===== src/rtl/channel_sequencer.sv =====
// Channel bookkeeping for one CONV layer: tracks which input/output channel is
// active, derives the weight base address and emits accumulator clear/commit strobes.
module channel_sequencer #(
    parameter int unsigned NUM_IN_CH  = 6,
    parameter int unsigned NUM_OUT_CH = 16,
    parameter int unsigned ADDR_W     = 10
) (
    input  logic              clk,
    input  logic              rst,
    input  logic              c_load,
    input  logic              cin,
    input  logic              cout,
    output logic [4:0]        in_ch_idx,
    output logic [4:0]        out_ch_idx,
    output logic              cin_done,
    output logic              cout_done,
    output logic              is_single_input_channel,
    output logic [ADDR_W-1:0] w_base_addr,
    output logic              acc_clear,
    output logic              out_wr,
    output logic [4:0]        out_wr_ch,
    output logic              seq_done
);

    localparam logic [4:0]  IN_LAST  = 5'(NUM_IN_CH);
    localparam logic [4:0]  OUT_LAST = 5'(NUM_OUT_CH - 1);
    localparam logic        MULTI_IN = (NUM_IN_CH > 1);
    // 31*31+31 needs 10 bits; keep a margin and never go narrower than the output
    localparam int unsigned FULL_W   = (ADDR_W > 11) ? ADDR_W : 11;
    localparam logic [FULL_W-1:0] IN_MULT = FULL_W'(NUM_IN_CH);

    logic [4:0]        in_cnt;
    logic              load_go;
    logic              cin_go;
    logic              cout_go;
    logic [FULL_W-1:0] addr_full;

    assign is_single_input_channel = MULTI_IN ? 1'b0 : 1'b1;
    assign cin_done  = (in_cnt == IN_LAST);
    assign cout_done = (out_ch_idx == OUT_LAST);

    // Strobe priority c_load > cin > cout; everything is frozen once the layer is done.
    assign load_go = c_load & ~seq_done;
    assign cin_go  = cin & ~c_load & ~seq_done & ~cin_done & MULTI_IN;
    assign cout_go = cout & ~c_load & ~cin & ~seq_done;

    always_ff @(posedge clk or posedge rst) begin
        if (rst) begin
            in_cnt    <= '0;
            in_ch_idx <= '0;
        end else if (load_go) begin
            in_cnt    <= '0;
            in_ch_idx <= '0;
        end else if (cin_go) begin
            in_ch_idx <= in_cnt;
            in_cnt    <= in_cnt + 5'd1;
        end
    end

    always_ff @(posedge clk or posedge rst) begin
        if (rst) begin
            acc_clear <= 1'b0;
        end else begin
            acc_clear <= load_go;
        end
    end

    always_ff @(posedge clk or posedge rst) begin
        if (rst) begin
            out_ch_idx <= '0;
            out_wr     <= 1'b0;
            out_wr_ch  <= '0;
            seq_done   <= 1'b0;
        end else begin
            out_wr <= cout_go;
            if (cout_go) begin
                out_wr_ch <= out_ch_idx;
                if (cout_done) begin
                    seq_done <= 1'b1;
                end else begin
                    out_ch_idx <= out_ch_idx + 5'd1;
                end
            end
        end
    end

    assign addr_full = FULL_W'(out_ch_idx) * IN_MULT + FULL_W'(in_ch_idx);

    always_ff @(posedge clk or posedge rst) begin
        if (rst) begin
            w_base_addr <= '0;
        end else begin
            w_base_addr <= addr_full[ADDR_W-1:0];
        end
    end

endmodule

===== config.mk =====
export PLATFORM = sky130hd
export DESIGN_NAME = channel_sequencer
export DESIGN_NICKNAME = d
export VERILOG_FILES = /design/src/rtl/channel_sequencer.sv
export SDC_FILE = /design/constraint.sdc
export NUM_CORES = 1
export LEC_CHECK = 0
export CAP_MARGIN = 20
export CORE_UTILIZATION = 47
export DETAILED_ROUTE_END_ITERATION = 12
export GPL_TIMING_DRIVEN = 0
export PLACE_DENSITY = 0.75
export SLEW_MARGIN = 10
export SYNTH_ARGS = -nofsm -noshare
export SYNTH_HDL_FRONTEND = slang
export SYNTH_SLANG_ARGS = --single-unit

===== constraint.sdc =====
create_clock -name clk -period 3.1 [get_ports clk]
set_input_delay 0.31 -clock clk [delete_from_list [all_inputs] [get_ports clk]]
set_output_delay 0.31 -clock clk [all_outputs]
set_load 0.01 [all_outputs]

==> impl_metrics.json <==
{
  "synth-seq-cells": 32,
  "cts_buffer_depth": 2,
  "layout-drive-gt1-share_pct": 13.1,
  "avgRoutedWirePerCell_um": 12.9,
  "crit_buf_inv": 0,
  "reg2reg_setup_slack_ns": 0.67,
  "fin_skew_ns": 0.0118,
  "cpMostUsedCell": "ha_1",
  "synthCells": 133,
  "leakage_nw": 0.969,
  "yosysSeqAreaShare_pct": 49.8,
  "finalNetCount": 195,
  "drtAntennaViolNets": 0,
  "cts_tree": "done",
  "grt_pass1_wl_mm": 4.80,
  "grt_overflow": 0,
  "cp-start-kind": "register",
  "insertion_delay_ns": 0.32,
  "ys.flop_type": "dfrtp_1",
  "maxCapViolations": 0,
  "cts_setup_buffers": 0,
  "io_buffers": 33,
  "criticalPathCategory": "reg2reg",
  "path_cells": "ha_1, fa_1, xor2_1, ha_1, nor2_1, a21oi_1, nor3b_1, xnor2_1",
  "relSlewSlack_pct": 65.4,
  "die_area_mm2": 0.00366,
  "worstSetupEndpointType": "register",
  "cts_hold_buf": 0,
  "die_x_um": 60.5,
  "cts.sinks": 32,
  "place_hpwl_mm": 2.15,
  "yosysUniqueCellTypes": 32,
  "synth-async-reset-ratio_pct": 100,
  "rows": 20,
  "numCtsBuffers": 5,
  "syn-cell-area_mm2": 0.00161,
  "swShare_pct": 35.1,
  "syn_avg_cell_area_um2": 12.1,
  "max_freq_mhz": 411,
  "cts.clk_slew.worst_paths_ns": 0.09,
  "status": "completed",
  "via_per_inst": 4.77,
  "p_switching_mw": 0.602,
  "drc": 0,
  "setup_tns_ns": 0,
  "max_stage_delay_ns": 0.48,
  "cp.arrival_ns": 2.67,
  "io_pins": 36,
  "grt_max_degree": 22,
  "core_mm2": 0.00315,
  "fp.dieH_um": 60.5,
  "hp-class": "in2async",
  "p_comb_share_pct": 48.4,
  "hold_viol_final": 0,
  "pwr-share-seq_pct": 37.7,
  "synth_edf_count": 0,
  "p_int_mw": 1.11,
  "cp_slowest_cell": "dfrtp_1",
  "drt_pre_antenna_iters": 2,
  "drt-initial-drc-count": 32,
  "period_minus_slack_ns": 2.43,
  "slew_violations": 0,
  "required_ns": 3.34,
  "wl_mm": 2.83,
  "grt_antenna_before_repair": 0,
  "cpLargestDelayFamily": "adder cells",
  "ir_worst_vdd_mv": 0.423,
  "period_share_pct": 78.5,
  "globalplace.congestion": 0.800,
  "num_vias": 1049,
  "grt_pass1_vias": 1072,
  "p_per_area_mw_per_mm2": 823,
  "root_buffer": "clkbuf_4",
  "rsz0062_at_grt": "no",
  "grt.total_usage_pct": 18.4,
  "cts_max_level": 2,
  "start_util_pct": 51.0,
  "cts.repair.resized": 0,
  "tightest_slew_ns": 0.516,
  "crit_fanout": 6,
  "timing.final.ws_setup_ns": 0.666,
  "clockPowerShare_pct": 13.9,
  "setup_viol": 0,
  "n_antenna_cell": 0,
  "yosysWarnings": 0,
  "dp_slack_ns": 0.707,
  "area_growth_syn_to_layout_pct": 29.6,
  "whs_ns": 0.303
}
metal layers:
metal	routed length (µm)	GRT usage (%)
met5	0	0
met4	53	8.77
met2	1380	30.8
met3	122	4.90
met1	1280	22.1
final timing paths:
path / start / end / cells past startpoint
max in group asynchronous: rst / out_wr_ch[0] / 3
min in group clk: in_ch_idx[0] / w_base_addr[0] / 0
worst min-delay path: rst / in_ch_idx[2] / 2
worst min register to register: in_ch_idx[0] / w_base_addr[0] / 0
worst max register to register: out_ch_idx[0] / w_base_addr[7] / 8
worst max-delay path: out_ch_idx[0] / w_base_addr[7] / 8
cells in the mapped netlist, types with 3 or more instances:
| master | number | area (µm²) |
|---|---|---|
| a21o_1 | 3 | 22.5 |
| ha_1 | 13 | 163 |
| a21oi_1 | 5 | 25.0 |
| buf_4 | 4 | 30.0 |
| nand2_1 | 6 | 22.5 |
| inv_1 | 11 | 41.3 |
| mux2_2 | 6 | 67.6 |
| xor2_1 | 6 | 52.6 |
| xnor2_1 | 8 | 70.1 |
| dfrtp_1 | 32 | 801 |
| nor2_1 | 7 | 26.3 |
| mux2i_1 | 4 | 40.0 |
| o21ai_0 | 4 | 20.0 |
area by class of cell:
cell class	count	area (µm²)
multi-input cells	85	723
clock buffers	8	58.8
fillers	263	1070
inverters	11	41.3
plain buffers	6	46.3
flip-flops and latches	32	801
repair buffers	34	358
well taps	44	55.1
power by group through the flow:
stage	registers, mW	clock network, mW	logic, mW
floorplan	0.692	0	0.458
global placement	0.647	0	0.805
detailed placement	0.658	0	0.831
CTS	0.650	0.248	0.839
global route	0.665	0.269	0.922
finish	0.647	0.238	0.829
per-stage QoR:
step	cells	power [mW]	util [%]	instance area [µm²]
final	220	1.71	66.1	2080
after global routing	220	1.86	66.1	2080
after CTS	220	1.74	66.1	2080
after detailed placement	212	1.49	64.2	2020
after global placement	211	1.45	63.3	2000
after floorplan	134	1.15	-	1610
cell families (layout without fill, tap and decap cells):
family          Yosys count  in the layout  synth area share [%]
compound gates           17             17                  6.93
xor+xnor                 14             14                  7.63
fa+ha+maj                15             15                  12.6
buf+inv                  17             59                  5.45
flops                    32             32                  49.8
mux                      11             11                  7.39
other cells               1              2                 0.233
simple gates             26             26                  9.96
flip-flops by register name, summed over array words and instances (netlist names):
signal	cells
w_base_addr	9
in_ch_idx	5
in_cnt	5
out_ch_idx	5
out_wr_ch	5
acc_clear	1
out_wr	1
seq_done	1
placed cells by master (no fill, tap or decap):
cell type / netlist / routed
clkdlybuf4s50_1: 0 / 33
dfrtp_1: 32 / 32
ha_1: 13 / 13
inv_1: 11 / 11
xnor2_1: 8 / 8
nor2_1: 7 / 7
mux2_2: 6 / 6
xor2_1: 6 / 6
nand2_1: 6 / 6
a21oi_1: 5 / 5
clkbuf_4: 0 / 5
buf_4: 4 / 4
mux2i_1: 4 / 4
o21ai_0: 4 / 4
a21o_1: 3 / 3
nor3b_1: 2 / 2
nor2b_1: 2 / 2
a22o_1: 2 / 2
nand4_1: 2 / 2
fa_1: 2 / 2
conb_1: 1 / 2
clkbuf_1: 0 / 2
buf_6: 1 / 1
and4bb_2: 1 / 1
buf_2: 1 / 1
nor4b_4: 1 / 1
and2b_1: 1 / 1
and2_1: 1 / 1
o21bai_1: 1 / 1
a211o_1: 1 / 1
o21ba_2: 1 / 1
nor3_1: 1 / 1
nand2b_1: 1 / 1
mux2_1: 1 / 1
nand3_2: 1 / 1
clkbuf_8: 0 / 1
buf_16: 0 / 1
(Power assumes the default switching activity.)
